$ cat src/rtl/dino_pkg.sv
// Shared encodings for the dino game blocks: game-state codes and the vertical-motion state enum.
package dino_pkg;

    localparam logic [1:0] GS_IDLE = 2'b00;
    localparam logic [1:0] GS_DEAD = 2'b01;
    localparam logic [1:0] GS_RUN  = 2'b10;

    typedef enum logic [1:0] {
        GROUND = 2'd0,
        RISE   = 2'd1,
        FALL   = 2'd2
    } dino_state_e;

    function automatic logic is_airborne(dino_state_e s);
        return s != GROUND;
    endfunction

endpackage

$ cat src/rtl/dino_jump_ctrl_if.sv
// Bundle between the game controller (master) and the dino vertical-motion block (slave).
interface dino_jump_ctrl_if #(
    parameter int YW = 11,
    parameter int VW = 7
);
    logic [1:0]           gameState;
    logic                 jump;
    logic                 duck;
    logic [YW-1:0]        GroundY;
    logic [YW-1:0]        DinoY;
    logic signed [VW-1:0] V;
    logic                 Airborne;
    logic                 onGround;
    logic                 landed;

    modport master (
        output gameState, jump, duck, GroundY,
        input  DinoY, V, Airborne, onGround, landed
    );

    modport slave (
        input  gameState, jump, duck, GroundY,
        output DinoY, V, Airborne, onGround, landed
    );
endinterface

$ cat src/rtl/dino_integrator.sv
// One physics step: next Y from the old V, next V with gravity saturated at +V_MAX,
// plus the ground and ceiling compares. Purely combinational.
module dino_integrator #(
    parameter int YW    = 11,
    parameter int VW    = 7,
    parameter int V_MAX = 24,
    parameter int MIN_Y = 0
) (
    input  logic [YW-1:0]        y_i,
    input  logic signed [VW-1:0] v_i,
    input  logic [VW-1:0]        g_i,
    input  logic [YW-1:0]        ground_i,
    output logic [YW-1:0]        y_o,
    output logic signed [VW-1:0] v_o,
    output logic                 ground_hit_o,
    output logic                 ceil_hit_o
);
    localparam int SW = YW + 1;
    localparam logic signed [VW:0] VMAX_S = (VW+1)'(V_MAX);

    logic signed [SW-1:0] y_sum;
    logic signed [VW:0]   v_sum;

    always_comb begin
        // Zero-extend Y and the ground line so neither compare can wrap.
        y_sum        = $signed({1'b0, y_i}) + $signed({{(SW-VW){v_i[VW-1]}}, v_i});
        v_sum        = $signed({v_i[VW-1], v_i}) + $signed({1'b0, g_i});
        ground_hit_o = y_sum >= $signed({1'b0, ground_i});
        ceil_hit_o   = y_sum <  $signed(SW'(MIN_Y));

        y_o = y_sum[YW-1:0];
        if (ground_hit_o)
            y_o = ground_i;
        else if (ceil_hit_o)
            y_o = YW'(MIN_Y);

        v_o = v_sum[VW-1:0];
        if (v_sum > VMAX_S)
            v_o = VW'(V_MAX);
    end
endmodule

$ cat src/rtl/dino_jump_ctrl.sv
// Per-frame vertical-motion controller for the player dino (GROUND/RISE/FALL).
// Optional feature macro: DINO_FAST_FALL_EN (duck in FALL doubles gravity).
module dino_jump_ctrl
    import dino_pkg::*;
#(
    parameter int YW       = 11,
    parameter int VW       = 7,
    parameter int V_INIT   = 24,
    parameter int G        = 2,
    parameter int G_HOLD   = 1,
    parameter int MAX_HOLD = 8,
    parameter int V_MAX    = 24,
    parameter int MIN_Y    = 0
) (
    input logic             FrameClk,
    input logic             rst,
    dino_jump_ctrl_if.slave bus
);
    localparam int HW = $clog2(MAX_HOLD + 1);
    localparam int SW = YW + 1;

    dino_state_e          state_q, state_d;
    logic [YW-1:0]        y_q, y_d;
    logic signed [VW-1:0] v_q, v_d;
    logic [HW-1:0]        hold_q, hold_d;
    logic                 landed_q, landed_d;

    logic [VW-1:0]        grav;
    logic [YW-1:0]        ny;
    logic signed [VW-1:0] nv;
    logic                 hit_gnd, hit_ceil;
    logic signed [SW-1:0] launch_y;

    always_comb begin
        grav = VW'(G);
        if (state_q == RISE && bus.jump && hold_q < HW'(MAX_HOLD))
            grav = VW'(G_HOLD);
`ifdef DINO_FAST_FALL_EN
        else if (state_q == FALL && bus.duck)
            grav = VW'(2 * G);
`endif
    end

`ifndef DINO_FAST_FALL_EN
    logic unused_duck;
    assign unused_duck = bus.duck;
`endif

    dino_integrator #(
        .YW(YW), .VW(VW), .V_MAX(V_MAX), .MIN_Y(MIN_Y)
    ) u_integ (
        .y_i(y_q), .v_i(v_q), .g_i(grav), .ground_i(bus.GroundY),
        .y_o(ny), .v_o(nv), .ground_hit_o(hit_gnd), .ceil_hit_o(hit_ceil)
    );

    always_ff @(posedge FrameClk) begin
        if (rst) begin
            state_q  <= GROUND;
            y_q      <= bus.GroundY;
            v_q      <= '0;
            hold_q   <= '0;
            landed_q <= 1'b0;
        end else begin
            state_q  <= state_d;
            y_q      <= y_d;
            v_q      <= v_d;
            hold_q   <= hold_d;
            landed_q <= landed_d;
        end
    end

    always_comb begin
        state_d  = state_q;
        y_d      = y_q;
        v_d      = v_q;
        hold_d   = hold_q;
        landed_d = 1'b0;
        launch_y = $signed({1'b0, bus.GroundY}) - $signed(SW'(V_INIT));
        unique case (bus.gameState)
            GS_RUN: begin
                if (state_q == GROUND) begin
                    y_d    = bus.GroundY;
                    v_d    = '0;
                    hold_d = '0;
                    if (bus.jump) begin
                        state_d = RISE;
                        v_d     = VW'(G - V_INIT);
                        y_d     = (launch_y < $signed(SW'(MIN_Y))) ? YW'(MIN_Y)
                                                                   : launch_y[YW-1:0];
                    end
                end else begin
                    y_d = ny;
                    v_d = nv;
                    if (state_q == RISE) begin
                        if (hold_q < HW'(MAX_HOLD))
                            hold_d = hold_q + HW'(1);
                        if (!nv[VW-1])
                            state_d = FALL;
                    end
                    // Landing outranks the ceiling if a tiny GroundY makes both true.
                    if (hit_gnd) begin
                        state_d  = GROUND;
                        v_d      = '0;
                        landed_d = 1'b1;
                    end else if (hit_ceil) begin
                        state_d = FALL;
                        v_d     = '0;
                    end
                end
            end
            GS_DEAD: begin
            end
            default: begin
                state_d = GROUND;
                y_d     = bus.GroundY;
                v_d     = '0;
                hold_d  = '0;
            end
        endcase
    end

    always_comb begin
        bus.Airborne = is_airborne(state_q);
        bus.onGround = ~is_airborne(state_q);
    end

    assign bus.DinoY  = y_q;
    assign bus.V      = v_q;
    assign bus.landed = landed_q;
endmodule
$ cat src/flat_wrapper.sv
// flat-port wrapper written by rule: the top's interface ports become plain ports
module dino_jump_ctrl_flat import dino_pkg::*;
#(
    parameter int YW       = 11,
    parameter int VW       = 7,
    parameter int V_INIT   = 24,
    parameter int G        = 2,
    parameter int G_HOLD   = 1,
    parameter int MAX_HOLD = 8,
    parameter int V_MAX    = 24,
    parameter int MIN_Y    = 0
)
  (FrameClk, rst, bus_gameState, bus_jump, bus_duck, bus_GroundY, bus_DinoY, bus_V, bus_Airborne, bus_onGround, bus_landed);
  dino_jump_ctrl_if #(.YW(YW), .VW(VW)) bus_i ();
  input logic FrameClk;
  input logic rst;
  input wire logic [$bits(bus_i.gameState)-1:0] bus_gameState;
  input wire logic [$bits(bus_i.jump)-1:0] bus_jump;
  input wire logic [$bits(bus_i.duck)-1:0] bus_duck;
  input wire logic [$bits(bus_i.GroundY)-1:0] bus_GroundY;
  output wire logic [$bits(bus_i.DinoY)-1:0] bus_DinoY;
  output wire logic [$bits(bus_i.V)-1:0] bus_V;
  output wire logic [$bits(bus_i.Airborne)-1:0] bus_Airborne;
  output wire logic [$bits(bus_i.onGround)-1:0] bus_onGround;
  output wire logic [$bits(bus_i.landed)-1:0] bus_landed;
  assign bus_i.gameState = bus_gameState;
  assign bus_i.jump = bus_jump;
  assign bus_i.duck = bus_duck;
  assign bus_i.GroundY = bus_GroundY;
  assign bus_DinoY = bus_i.DinoY;
  assign bus_V = bus_i.V;
  assign bus_Airborne = bus_i.Airborne;
  assign bus_onGround = bus_i.onGround;
  assign bus_landed = bus_i.landed;
  dino_jump_ctrl #(.YW(YW), .VW(VW), .V_INIT(V_INIT), .G(G), .G_HOLD(G_HOLD), .MAX_HOLD(MAX_HOLD), .V_MAX(V_MAX), .MIN_Y(MIN_Y)) u_core (.FrameClk(FrameClk), .rst(rst), .bus(bus_i));
endmodule
$ cat config.mk
export PLATFORM = sky130hd
export DESIGN_NAME = dino_jump_ctrl_flat
export DESIGN_NICKNAME = d
export VERILOG_FILES = /design/src/rtl/dino_pkg.sv /design/src/rtl/dino_jump_ctrl_if.sv /design/src/rtl/dino_integrator.sv /design/src/rtl/dino_jump_ctrl.sv /design/src/flat_wrapper.sv
export SDC_FILE = /design/constraint.sdc
export NUM_CORES = 1
export LEC_CHECK = 0
export CORE_MARGIN = 2
export CORE_UTILIZATION = 45
export CTS_BUF_LIST = sky130_fd_sc_hd__clkbuf_2
export DETAILED_ROUTE_END_ITERATION = 7
export GPL_ROUTABILITY_DRIVEN = 0
export PLACE_DENSITY = 0.82
export SLEW_MARGIN = 20
export SYNTH_ARGS = -nofsm -noshare
export SYNTH_HDL_FRONTEND = slang
export SYNTH_SLANG_ARGS = --single-unit
$ cat constraint.sdc
create_clock -name FrameClk -period 3.45 [get_ports FrameClk]
set_input_delay 0.69 -clock FrameClk [delete_from_list [all_inputs] [get_ports FrameClk]]
set_output_delay 0.69 -clock FrameClk [all_outputs]
set_load 0.01 [all_outputs]
# ---- Yosys cells after proc, flatten, opt, wreduce, memory -nomap -nowiden
# Cells that the tools add are included.
dict set report classes {
  add_sub_neg 4
  n_lt_le_gt_ge 5
  eq_ne 9
  muxes 26
  bitwise 3
  n_reduce_logical 7
}
# operator n
set op_table {}
lappend op_table {{2-to-1 mux 11 bit} 6}
lappend op_table {{2-to-1 mux 7 bit} 5}
lappend op_table {{less-than comparator 12 x 1 -> 1 bit (second input constant)} 2}
lappend op_table {{one-hot mux 11 bit (2 select lines)} 1}
lappend op_table {{2-to-1 mux 2 bit} 7}
lappend op_table {{one-hot mux 7 bit (2 select lines)} 1}
lappend op_table {{adder 12 x 7 -> 12 bit} 1}
lappend op_table {{>= comparator 12 bit} 1}
lappend op_table {{2-to-1 mux 4 bit} 3}
lappend op_table {{subtractor 11 x 5 -> 12 bit (second input constant)} 1}
lappend op_table {{adder 7 x 3 -> 8 bit} 1}
lappend op_table {{> comparator 8 x 6 -> 1 bit (second input constant)} 1}
lappend op_table {{one-hot mux 4 bit (2 select lines)} 1}
lappend op_table {{!= test 3 x 1 -> 1 bit (second input constant)} 2}
lappend op_table {{!= test 5 x 1 -> 1 bit (second input constant)} 1}
lappend op_table {{!= test 5 bit (second input constant)} 1}
lappend op_table {{adder 4 x 1 -> 4 bit (second input constant)} 1}
lappend op_table {{== test 2 x 1 -> 1 bit (second input constant)} 2}
lappend op_table {{less-than comparator 4 bit (second input constant)} 1}
lappend op_table {{one-hot mux 2 bit (2 select lines)} 1}
lappend op_table {{AND reduction 4 bit} 1}
lappend op_table {{!= test 3 bit (second input constant)} 1}
lappend op_table {{NOT 1 bit} 3}
lappend op_table {{AND reduction 3 bit} 1}
lappend op_table {{7 further kinds} 8}
dict set report word_totals {
  register_bits 25
  in_bits 17
  out_inout_bits 21
  elab_cells 59
}

# ---- Depth between registers and ports, before layout
# Gate-level depths: netlist (run 1).
dict set report depth {
  depth_word 13
  depth_mapped 15
  depth_no_buf 14
}

# ---- By module
# Synthesis (run 1) repeated with hierarchy kept, for this count alone.
dict set report unflattened {
  cells_unflattened 340
  area_unflattened_um2 2773.9
}
# mod n_inst cells_each area_per_inst_um2 seq_area_each_um2
set by_module_without_submodules {}
lappend by_module_without_submodules {dino_integrator 1 195 1417.6 0.0}
lappend by_module_without_submodules {dino_jump_ctrl 1 145 1356.3 610.6}

# ---- Least setup slack after synthesis (run 1)
# Ideal clock, no wire load.
dict set report synth_timing {
  path_kind {register to register}
  from {register u_core.y_q[0], in the netlist u_core.bus.DinoY[0]}
  to {register u_core.y_q[0], in the netlist u_core.bus.DinoY[0], data pin}
  setup_ps 256
  arrival_ps 3430
  t_required_ps 3194
  path_slack_ps -237
  path_stages_with_launch 14
  n_path_buf 0
  period_less_slack_ps 3687
  path_cell_list {edfxtp_1 > ha_1 > fa_1 > a21oi_1 > o221ai_1 > a31o_2 > a21oi_1 > xnor2_1 > ha_1 > a2111oi_0 > a31oi_1 > nor4b_1 > or3_1 > a22o_1}
}
dict set report synth_between {
  elab_chain_len 7
  elab_cells_between_ends 8
  classes_between {add/sub: 1; order compare: 2; mux: 5}
}
# element line_no
set synth_lines {}
lappend synth_lines {{from (decl)} dino_jump_ctrl.sv:23} ;# logic [YW-1:0] y_q, y_d;
lappend synth_lines {{from (signal assigned)} dino_jump_ctrl.sv:59} ;# y_q <= bus.GroundY;
lappend synth_lines {{from (signal assigned)} dino_jump_ctrl.sv:65} ;# y_q <= y_d;
lappend synth_lines {{adder 12 x 7 -> 12 bit *} dino_integrator.sv:26} ;# y_sum = $signed({1'b0, y_i}) + $signed({{(SW-VW){v_i[VW-1]}}, v_i});
lappend synth_lines {{less-than comparator 12 x 1 -> 1 bit} dino_integrator.sv:29} ;# ceil_hit_o = y_sum < $signed(SW'(MIN_Y));
lappend synth_lines {{2-to-1 mux 11 bit} dino_integrator.sv:34} ;# else if (ceil_hit_o)
lappend synth_lines {{2-to-1 mux 11 bit *} dino_integrator.sv:32} ;# if (ground_hit_o)
lappend synth_lines {{2-to-1 mux 11 bit *} dino_jump_ctrl.sv:81} ;# if (state_q == GROUND) begin
lappend synth_lines {{one-hot mux 11 bit (2 select lines) *} dino_jump_ctrl.sv:79} ;# unique case (bus.gameState)
lappend synth_lines {{2-to-1 mux 11 bit *} dino_jump_ctrl.sv:57} ;# if (rst) begin
# Mark *: on every way between the ends. The rest lies on a longest branch, timed or not.
# A chain may end at the register's enable or synchronous reset.

# ---- Final worst setup path (run 1)
dict set report layout_timing {
  from {register u_core.y_q[2], in the netlist u_core.bus.DinoY[2]}
  to {register u_core.y_q[0], in the netlist u_core.bus.DinoY[0], data pin}
}
# The elaborated chain is that of the path after synthesis.

==> impl_metrics.env, run 1 <==
export IMPL_status="complete, but fails checks"
export IMPL_violations="negative setup slack"
export IMPL_io_pins=38
export IMPL_port_buffers=36
export IMPL_min_from="u_core.hold_q[3]"
export IMPL_rsz0062_at_grt="yes"
export IMPL_layout_common_cells="45 x buf_4, 36 x clkdlybuf4s50_1, 25 x nor2_1"
export IMPL_grt_pass1_wl_um=11500
export IMPL_diodes=0
export IMPL_critPathLaunchType="register"
export IMPL_clock_sinks=25
export IMPL_slew_viol_final=0
export IMPL_instances_no_fill=428
export IMPL_critPathArrivalTime_ns=3.73
export IMPL_hp_class="reg -> reg"
export IMPL_min_period_ns=3.52
export IMPL_peakVddDrop_v=0.000168
export IMPL_hpwl_um=5260
export IMPL_cp_max_fo=3
export IMPL_grt_busiest_layer="met2"
export IMPL_first_global_vias=2380
export IMPL_synth_avg_cell_area_um2=8.50
export IMPL_yosysWarnings=0
export IMPL_worst_pin_slew_ns=0.697
export IMPL_met3_usage_pct=2.13
export IMPL_timing_fmax_ghz=0.284
export IMPL_setup_viol=8
export IMPL_fp_coreArea_um2=5110
export IMPL_worst_slack_ns=-0.0717
export IMPL_grt_usage_pct=23.8
export IMPL_reg2reg_from="u_core.bus.DinoY[2]"
export IMPL_post_route_period_util_pct=102
export IMPL_maxSlewHeadroom_pct=53.3
export IMPL_cts_buffers=3
export IMPL_met2_usage_pct=43.8
export IMPL_path_clk_slew_ns=0.29
export IMPL_firstDrtPassIters=5
export IMPL_synth_edf_count=11
export IMPL_drive_gt1_share_pct=26.3
export IMPL_vias=2573
export IMPL_final_common_cell="buf_4"
export IMPL_dieArea_um2=5870
export IMPL_antenna_left=0
export IMPL_finalHoldViolations=0
export IMPL_grt_max_degree=17
export IMPL_synth_net_count=324
export IMPL_cts_root_buf="clkbuf_2"
export IMPL_ys_flop_type="dfxtp_1"
export IMPL_async_flop_share_pct=0
export IMPL_gr_usage_met1_pct=30.9
export IMPL_dr_first_iter_drc_count=318
export IMPL_synth_seq_area_share_pct=25.8
export IMPL_ys_types=63
export IMPL_crit_path_start="u_core.bus.DinoY[2]"
export IMPL_clk_latency_ns=0.39
export IMPL_drt_total_wl_um=7530
export IMPL_synth_seq_cells=25
export IMPL_antenna_found_initial=0
export IMPL_critPathKind="reg -> reg"
export IMPL_netlist_area_um2=2370
export IMPL_powerDensity_nw_per_um2=255
export IMPL_fp_dieW_um=76.6
export IMPL_cts_buffer_depth=2
export IMPL_timing_rr_end="u_core.bus.DinoY[0]"
export IMPL_floorplan_die_height_um=76.6
export IMPL_cts_tree="built"
export IMPL_clock_skew_final_ns=0.00309
export IMPL_min_to="u_core.hold_q[3]"
export IMPL_p_leak_uw=0.00138
export IMPL_wl_per_cell_um=17.6
export IMPL_power_total_uw=864
export IMPL_htreeDepth=1
export IMPL_nets=404
export IMPL_drc=0
export IMPL_min_path_cells=2
export IMPL_synth_cells=279
export IMPL_required_ns=3.65
export IMPL_row_count=26
export IMPL_area_delta_synth_final_pct=43.2
export IMPL_grt_remaining_overflow=0
export IMPL_ff2ff_setup_slack_ns=-0.07
export IMPL_viasPerCell=6.01
export IMPL_end_kind="register"
export IMPL_dp_cells=418
export IMPL_rr_worst_depth=12
export IMPL_cap_violations=0
export IMPL_initial_core_util_pct=46.4
[layer usage]
| metal | part of all wire [%] | vias up |
|---|---|---|
| met4 | 1.1 | 0 |
| met1 | 40 | 1229 |
| met2 | 52 | 108 |
| met5 | 0 | - |
| li1 | - | 1223 |
| met3 | 6.9 | 13 |
[worst max-delay path, cell delays in order (launching register included)]
cell and delay, ns:
edfxtp_1 0.48, ha_2 0.35, o211ai_1 0.11, o211ai_2 0.24, nand4_1 0.14, and2_1 0.21, xnor2_2 0.23, ha_4 0.26
a2111oi_4 0.40, a31oi_4 0.15, nor4b_2 0.20, or3_4 0.38, a22o_1 0.19
[what timing repair did]
action,4_1_cts,5_1_grt
hold buffers,0,0
resized for setup,11,24
gates cloned,0,0
setup endpoints to repair,18,20
pin swaps,6,12
setup buffers,3,3
[power breakdown]
group | total [uW] | switching, uW | internal (uW)
clock network | 140 | 109 | 30.5
logic | 387 | 200 | 187
registers | 337 | 11.2 | 326
total | 864 | 321 | 544
[final cells by class]
class	count	area, um^2
Tap cell	70	87.6
Clock inverter	1	8.76
Sequential cell	25	611
Multi-Input combinational cell	224	1870
Fill cell	420	1710
Inverter	22	82.6
Clock buffer	3	15.0
Timing Repair Buffer	83	721
[Yosys cell counts, types with 3 or more instances]
cell type | count | area [um^2]
a22o_1 | 3 | 26.3
xor2_1 | 3 | 26.3
o221ai_1 | 3 | 26.3
nor4b_1 | 3 | 26.3
clkbuf_1 | 5 | 18.8
nor2b_1 | 3 | 18.8
a221o_1 | 3 | 30.0
or3b_1 | 3 | 26.3
nand2_1 | 16 | 60.1
ha_1 | 26 | 325
a21oi_1 | 25 | 125
or3_1 | 3 | 18.8
o21ai_1 | 6 | 30.0
o21ai_0 | 11 | 55.1
xnor2_1 | 8 | 70.1
a31oi_1 | 3 | 18.8
o22ai_1 | 4 | 25.0
o31ai_1 | 3 | 22.5
a311oi_2 | 3 | 45.0
dfxtp_1 | 14 | 280
nand3_1 | 8 | 40.0
edfxtp_1 | 11 | 330
nor3_1 | 5 | 25.0
inv_1 | 21 | 78.8
nor4_1 | 3 | 18.8
and3_1 | 6 | 37.5
o211ai_1 | 3 | 22.5
nand2b_1 | 7 | 43.8
nor2_1 | 25 | 93.8
[flip-flops by register name, indices dropped and copies added, names as in the netlist]
register	flops
u_core.bus.landed	1
u_core.state_q	2
u_core.bus.DinoY	11
u_core.bus.V	7
u_core.hold_q	4
[metrics by stage]
stage / setup TNS [ns] / setup WS (ns) / instance area (um^2) / hold WS, ns / utilization (%)
6_report: -0.344 / -0.0717 / 3400 / 0.531 / 66.5
2_1_floorplan: 0 / 0.0107 / 2400 / 0.466 / -
5_1_grt: -2.59 / -0.233 / 3400 / 0.588 / 66.5
3_5_place_dp: -2.10 / -0.244 / 3120 / 0.502 / 61.0
3_3_place_gp: -0.807 / -0.164 / 3120 / 0.490 / 61.0
4_1_cts: -0.0329 / -0.0179 / 3240 / 0.533 / 63.4
[cells by family after synthesis]
group | count (synthesis) | share of synthesized area, %
xor gates and xnor gates | 12 | 4.75
adders and majority gates | 28 | 15.4
muxes | 1 | 0.422
and+or+nand+nor | 96 | 22.4
AOI/OAI and AO/OA | 87 | 26.1
DFF | 25 | 25.8
buffers and inverters | 30 | 5.12
[worst max-delay path by stage]
stage	endpoint	depth (start not counted)
4_1_cts	u_core.bus.DinoY[6]	15
2_1_floorplan	u_core.bus.DinoY[3]	14
6_report	u_core.bus.DinoY[0]	12
3_5_place_dp	u_core.bus.V[0]	13
5_1_grt	u_core.bus.DinoY[3]	14
3_3_place_gp	u_core.bus.V[1]	13
No activity file was read; power rests on OpenSTA's default activity.
==> run 2, diff against run 1 <==
PLACE_DENSITY = 0.79   (was 0.82)
clock period = 3.5 ns   (was 3.45 ns; I/O delays follow)
==> run 2 against run 1 <==
Net effect:
- the flow still finishes with violations (negative setup slack)
- critical path depth grew 3
- combinational power fell by 3%
- register-to-register slack better by 0.03 ns
- clock-buffer cell count did not move
- clock power hardly changed
- sequential share of layout area up 0.12 points
- first-iteration DRC count down 23%
- sequential cell count did not move
- setup slack better by 0.034 ns
- die area did not move
- final area decreased by 0.66%
==> impl_metrics.env, run 2 (same netlist as run 1, synthesis figures left out) <==
export IMPL_powerDensity_nw_per_um2=252
export IMPL_dr_first_iter_drc_count=244
export IMPL_crit_chain="ha_4, fa_2, a21oi_2, buf_4, inv_2, a21oi_4, xnor2_2, ha_1, a21oi_2, o21ai_1, nand2_1, a31oi_4, or3b_4, a311oi_2, a221o_1"
export IMPL_required_ns=3.83
export IMPL_firstDrtPassIters=7
export IMPL_vias=2564
export IMPL_antenna_found_initial=0
export IMPL_fp_dieW_um=76.6
export IMPL_min_path_cells=2
export IMPL_timing_rr_end="u_core.bus.DinoY[3]"
export IMPL_maxSlewHeadroom_pct=48.0
export IMPL_drt_total_wl_um=7130
export IMPL_ff2ff_setup_slack_ns=-0.04
export IMPL_layout_common_cells="42 x buf_4, 36 x clkdlybuf4s50_1, 25 x nor2_1"
export IMPL_drc=0
export IMPL_grt_remaining_overflow=0
export IMPL_worst_path_max_delay_cell="edfxtp_1"
export IMPL_min_to="u_core.hold_q[3]"
export IMPL_p_leak_uw=0.00137
export IMPL_cts_hold_buf=0
export IMPL_cts_buffers=3
export IMPL_slowest_delay_ns=0.50
export IMPL_peakVddDrop_v=0.000213
export IMPL_hp_class="reg -> reg"
export IMPL_min_period_ns=3.54
export IMPL_finalHoldViolations=0
export IMPL_cts_root_buf="clkbuf_2"
export IMPL_preCtsSetupSlack_ns=-0.203
export IMPL_io_pins=38
export IMPL_viasPerCell=6.03
export IMPL_largest_reg_flops=11
export IMPL_cts_buffer_depth=2
export IMPL_end_kind="register"
export IMPL_grt_usage_pct=24.2
export IMPL_drive_gt1_share_pct=24.8
export IMPL_fin_setup_tns_ns=-0.0908
export IMPL_cap_violations=0
export IMPL_critPathKind="reg -> reg"
export IMPL_initial_core_util_pct=46.4
export IMPL_cpMostUsedCell="a21oi_2"
export IMPL_cts_tree="built"
export IMPL_clk_latency_ns=0.42
export IMPL_setup_viol=6
export IMPL_clock_skew_final_ns=0.0155
export IMPL_port_buffers=36
export IMPL_hpwl_um=5050
export IMPL_post_route_period_util_pct=101
export IMPL_timing_fmax_ghz=0.283
export IMPL_reg2reg_from="u_core.bus.DinoY[0]"
export IMPL_min_from="u_core.hold_q[3]"
export IMPL_status="complete, but fails checks"
export IMPL_diodes=0
export IMPL_dieArea_um2=5870
export IMPL_slew_viol_final=0
export IMPL_clock_sinks=25
export IMPL_htreeDepth=1
export IMPL_grt_pass1_wl_um=11700
export IMPL_first_global_vias=2484
export IMPL_grt_max_degree=17
export IMPL_antenna_left=0
export IMPL_fillCellCount=438
export IMPL_critPathArrivalTime_ns=3.86
export IMPL_critPathLaunchType="register"
export IMPL_violations="negative setup slack"
export IMPL_row_count=26
export IMPL_area_delta_synth_final_pct=42.3
export IMPL_worst_slack_ns=-0.0377
export IMPL_final_common_cell="buf_4"
export IMPL_worst_pin_slew_ns=0.777
export IMPL_rsz0062_at_grt="yes"
export IMPL_floorplan_die_height_um=76.6
export IMPL_wl_per_cell_um=16.8
export IMPL_path_clk_slew_ns=0.30
export IMPL_fp_coreArea_um2=5110
export IMPL_cp_max_fo=7
export IMPL_nets=401
export IMPL_rr_worst_depth=15
run 2: cell types whose count changed in the layout (fill, tap and decap cells not counted), sizes merged:
cell | before | now
buf | 47 | 44
run 2: worst max path at each step:
stage,startpoint,cells past startpoint,end,slack (ns)
final,u_core.bus.DinoY[0],15,u_core.bus.DinoY[3],-0.04
after global routing,u_core.bus.DinoY[3],14,u_core.bus.DinoY[3],-0.24
after CTS,u_core.bus.DinoY[0],13,u_core.bus.DinoY[2],-0.002
after detailed placement,u_core.bus.DinoY[0],13,u_core.bus.DinoY[2],-0.20
after global placement,bus_jump,12,u_core.bus.V[4],-0.10
after floorplan,u_core.bus.DinoY[0],13,u_core.bus.DinoY[0],0.01
run 2: area by class of cell:
type                       count  area (um^2)  area share [%]
clock buffer                   3         15.0           0.445
clock inverter                 1         8.76           0.260
inverter                      22         82.6            2.45
multi-input combinational    224         1870            55.5
sequential                    25          611            18.1
tap                           70         87.6            2.60
timing repair buffer          80          698            20.7
run 2: routing by layer:
metal	wire length (um)	part of all wire, %	GRT usage, %
met5	0	0	0
met4	199	2.8	8.73
met3	341	4.8	2.49
met2	3510	49	41.9
met1	3080	43	31.2
run 2: report_power, final:
| part | switching [uW] | leakage, uW | internal [uW] |
|---|---|---|---|
| Combinational | 195 | 0.00113 | 181 |
| Sequential | 10.5 | 0.000229 | 321 |
| Clock | 112 | 0.0000170 | 30.0 |
run 2: repair_timing:
| action | CTS | global route |
|---|---|---|
| endpoints found under the setup margin | 19 | 20 |
| pin swaps | 15 | 18 |
| resized for setup | 21 | 15 |
| setup buffers | 5 | 1 |
run 2: critical path: cells and delay by family, from the launching register on:
kind                       cells  cell delay [ns]
DFF                            1             0.50
xor gates and xnor gates       1             0.10
and+or+nand+nor                2             0.58
buffers and inverters          2             0.18
AOI/OAI and AO/OA              7             1.20
adders and majority gates      3             0.88
run 2: metrics by stage:
stage | total power, uW | util, % | instance area (um^2) | cells | hold WS (ns)
floorplan | 515 | - | 2390 | 279 | 0.466
global placement | 635 | 60.4 | 3090 | 415 | 0.487
detailed placement | 645 | 60.4 | 3090 | 415 | 0.506
CTS | 823 | 64.1 | 3270 | 424 | 0.534
global route | 890 | 66.0 | 3370 | 425 | 0.565
finish | 850 | 66.0 | 3370 | 425 | 0.534
==> RTL change 1 (settings of run 2) <==
`MAX_HOLD` is set to 8 in 2 places; all go to 16.
--- a/src/rtl/dino_jump_ctrl.sv
+++ b/src/rtl/dino_jump_ctrl.sv
@@ -9,5 +9,5 @@
     parameter int G        = 2,
     parameter int G_HOLD   = 1,
-    parameter int MAX_HOLD = 8,
+    parameter int MAX_HOLD = 16,
     parameter int V_MAX    = 24,
     parameter int MIN_Y    = 0
--- a/src/flat_wrapper.sv
+++ b/src/flat_wrapper.sv
@@ -7,5 +7,5 @@
     parameter int G        = 2,
     parameter int G_HOLD   = 1,
-    parameter int MAX_HOLD = 8,
+    parameter int MAX_HOLD = 16,
     parameter int V_MAX    = 24,
     parameter int MIN_Y    = 0
Behaviour: same outputs for any inputs over 4 cycles, from zero or initial values and one cycle with rst high; that may be too few to reach the edited logic, so the function may still have changed.
==> RTL change 1 against run 2 <==
  * The run still ends with negative setup slack left
  * Sequential cell count rose by 1
  * Utilization rose by 2.5 points
  * Wire length rose by 8.2%
  * Count of clock-buffer cells in the layout did not move
  * Global-route usage rose by 0.64 points
  * Worst setup slack got worse by 0.19 ns
  * Synthesized area rose by 4.2%
  * Sequential share of layout area fell by 0.37 points
  * Critical path depth rose by 1
  * Power rose by 22%
  * Final area rose by 5.8%
  * Critical path type unchanged
  * Largest cell class unchanged
  * Highest routed layer unchanged
==> RTL change 1: results (changes against run 2) <==
| Metric | Value |
|---|---|
| Status | finished with violations |
| Failing checks | negative setup slack |
| Clock group | 204 µW (+44%) |
| Post-synthesis cell type count | 61 (-3.2%) |
| GRT Overall Usage | 24.8% (+0.64 points) |
| Post-CTS setup buffer count | 8 (+3) |
| R2r endpoint | u_core.bus.DinoY[9]$_DFFE_PP_ |
| Compound-Gate Fraction of Synth Area | 29.3% (+3.2 points) |
| # resized after CTS | 17 (-19%) |
| Final Net Count | 421 (+5.0%) |
| Final worst slack | -0.225 ns (-0.187 ns) |
| Met2 Track Usage GR | 41.8% (-0.048 points) |
| Post-synth top cells | 26 x ha_1, 25 x inv_1, 21 x a21oi_1 |
| Largest net degree at the start of global routing | 16 (-1) |
| Post-Route Skew | 0.0152 ns (-0.000365 ns) |
| DR WL met3 | 636 µm (+87%) |
| Clock Latency Late Sink | 0.40 ns (-0.02 ns) |
| Post-Route Setup TNS | -2.32 ns (-2.23 ns) |
| Final setup fails | 15 (+9) |
| Worst-path clk slew | 0.28 ns (-0.02 ns) |
| Critical Path AT | 3.91 ns (+0.05 ns) |
| Seq power | 347 µW (+5%) |
| DR WL/cell | 17.3 µm (+3.3%) |
| Vias in the first global route | 2549 (+2.6%) |
| Slew at the pin closest to its max-slew limit | 0.757 ns (-0.0193 ns) |
| Seq/Total Area, Yosys | 25.5% (-0.22 points) |
[RTL change 1: changes by cell type after synthesis, sizes merged, moves of 3 or more]
| cell | change |
|---|---|
| nor2 | -5 |
| a211o | +4 |
| a311oi | -3 |
| a21o | +4 |
| a211oi | +4 |
| a21oi | -5 |
| nand4 | +6 |
| inv | +4 |
[RTL change 1: per-stage QoR]
step | worst slack, ns | power, µW | util, % | instances | area, µm²
detailed placement | -0.211 | 730 | 62.2 | 427 | 3240
CTS | -0.118 | 973 | 66.2 | 439 | 3450
global placement | -0.0962 | 717 | 62.2 | 427 | 3240
finish | -0.225 | 1040 | 68.6 | 445 | 3570
floorplan | 0.00143 | 567 | - | 284 | 2500
global route | -0.380 | 1080 | 68.6 | 445 | 3570
[RTL change 1: layout make-up]
type | instances | area [µm²]
clock inverters | 1 | 30.0
clock buffers | 3 | 15.0
repair buffers | 92 | 792
fillers | 397 | 1640
well taps | 70 | 87.6
flip-flops and latches | 26 | 633
multi-input cells | 228 | 1920
inverters | 25 | 93.8
==> RTL change 2 (settings of run 2) <==
Without the edit above. Re-encode `dino_state_e` (3 states) as one-hot, 3 bits wide.
--- a/src/rtl/dino_pkg.sv
+++ b/src/rtl/dino_pkg.sv
@@ -6,8 +6,8 @@
     localparam logic [1:0] GS_RUN  = 2'b10;
 
-    typedef enum logic [1:0] {
-        GROUND = 2'd0,
-        RISE   = 2'd1,
-        FALL   = 2'd2
+    typedef enum logic [2:0] {
+        GROUND = 3'b001,
+        RISE   = 3'b010,
+        FALL   = 3'b100
     } dino_state_e;
 
Check against the original RTL: same outputs for any inputs over 4 cycles, from zero or initial values and one cycle with rst high; so few cycles prove little.
==> RTL change 2 against run 2 <==
  * The flow still finishes with violations (negative setup slack)
  * Critical path depth unchanged
  * Sequential cell count increased by 1
  * Power is 3.3% higher
  * Clock power shrank 8%
  * Worst hold slack worse by 0.034 ns
  * Synthesized area is essentially flat
  * Final area decreased by 0.78%
  * Count of clock-buffer cells in the layout up 1
  * Wire length is 0.56% higher
  * Die area barely moved
  * Combinational power is 6.6% higher
  * Via count shrank 0.98%
  * Worst setup slack worse by 0.33 ns
  * First-iteration DRC count rose by 3.3%
  * Largest power group unchanged
  * Highest routed layer unchanged
==> RTL change 2: results (changes against run 2) <==
| Metric | Value |
|---|---|
| Grt met1 use | 30.3% (-0.93 points) |
| Worst slew margin | 64.4% (+16 points) |
| Met2 Track Usage GR | 43.3% (+1.4 points) |
| Post-Route Skew | 0.0126 ns (-0.00294 ns) |
| Inst Count DP | 428 (+3.1%) |
| Post-DP Area | 0.00321 mm² (+3.9%) |
| Critical Path Max Stage Delay | 0.46 ns (-0.04 ns) |
| Ranking of synthesized cells by area | edfxtp_1 14%, ha_1 14%, dfxtp_1 13% |
| Status | finished with violations |
| Seq/Total Area, Yosys | 26.6% (+0.86 points) |
| # resized after CTS | 6 (-71%) |
| Vias in the first global route | 2457 (-1.1%) |
| Failing checks | negative setup slack |
| Post-Synthesis Cells | 280 (+0.36%) |
| Routed wl met2 | 3.69 mm (+5.1%) |
| Hold path start | u_core.state_q[1]$_SDFFE_PP0P_ |
| Fin Hold WS | 0.501 ns (-0.0339 ns) |
| Final WL | 7.17 mm (+0.56%) |
| Number of fill cells | 428 (-2.3%) |
| Peak VDD IR | 0.166 mV (-22%) |
| GRT Overall Usage | 24.0% (-0.24 points) |
| Vias/cell | 5.77 (-4.4%) |
| Worst-path fanout max | 4 (-3) |
| M3 GR Usage | 2.73% (+0.24 points) |
| R2r endpoint | u_core.bus.DinoY[2]$_DFFE_PP_ |
| Hold endpoint | u_core.state_q[1]$_SDFFE_PP0P_ |
| Wl on met1 | 3.02 mm (-1.8%) |
| Pre-CTS WS | -0.368 ns (-0.165 ns) |
| Leak Pwr | 0.00147 µW (+7.0%) |
| Post-synthesis cell type count | 58 (-7.9%) |
| Worst-path clk slew | 0.28 ns (-0.02 ns) |
| Post-synth top cells | 26 x ha_1, 23 x nand2_1, 21 x a21oi_1, 21 x inv_1 |
| Final Net Count | 416 (+3.7%) |
| First-pass GRT wire length | 11.5 mm (-1.5%) |
| Sw frac | 35.9% (-1.5 points) |
| Final worst slack | -0.369 ns (-0.332 ns) |
| Post-Route Setup TNS | -5.65 ns (-5.56 ns) |
| NetSw | 315 µW (-0.84%) |
| Layout cells sized above 1 | 24.1% (-0.73 points) |
| DR WL met3 | 316 µm (-7.3%) |
| Critical Path AT | 4.04 ns (+0.18 ns) |
| Net Count, Synth | 325 (+0.31%) |
| Final setup fails | 21 (+15) |
| Clock group | 131 µW (-8%) |
==> RTL change 2: cell types whose count changed after synthesis, moves of 5 or more <==
cell and delta:
a211oi_1 +8, o21ai_0 +8, nand2_1 +7, nor2_1 -6, o21ai_1 -6, and3_1 -5, nor2b_1 +5
==> RTL change 2: logic make-up (layout without fill, tap and decap cells) <==
group,count (synthesis),after routing,share of synthesized area [%]
DFF,26,26,26.6
adders and majority gates,28,28,15.4
muxes,1,1,0.422
AOI/OAI and AO/OA,92,92,27.7
buffers and inverters,28,118,4.54
xor gates and xnor gates,12,12,4.44
and+or+nand+nor,93,93,20.9
==> RTL change 2: how the worst max path moves through the flow <==
stage                                  startpoint                              to  slack, ns  cells past startpoint
floorplan           u_core.bus.DinoY[0]$_DFFE_PP_  u_core.bus.DinoY[10]$_DFFE_PP_      -0.18                     15
global placement    u_core.bus.DinoY[0]$_DFFE_PP_  u_core.bus.DinoY[10]$_DFFE_PP_      -0.33                     15
detailed placement  u_core.bus.DinoY[0]$_DFFE_PP_  u_core.bus.DinoY[10]$_DFFE_PP_      -0.37                     15
CTS                 u_core.bus.DinoY[0]$_DFFE_PP_  u_core.state_q[2]$_SDFFE_PP0P_      -0.32                     15
global route        u_core.bus.DinoY[0]$_DFFE_PP_  u_core.state_q[2]$_SDFFE_PP0P_      -0.60                     15
finish              u_core.bus.DinoY[0]$_DFFE_PP_   u_core.bus.DinoY[2]$_DFFE_PP_      -0.37                     15
==> RTL change 2: area by class of cell <==
cell class	count	area (µm²)	share of cell area, %
Multi-Input combinational cell	226	1740	51.9
Tap cell	70	87.6	2.62
Inverter	21	78.8	2.36
Timing Repair Buffer	93	792	23.7
Sequential cell	26	631	18.8
Clock buffer	4	20.0	0.598
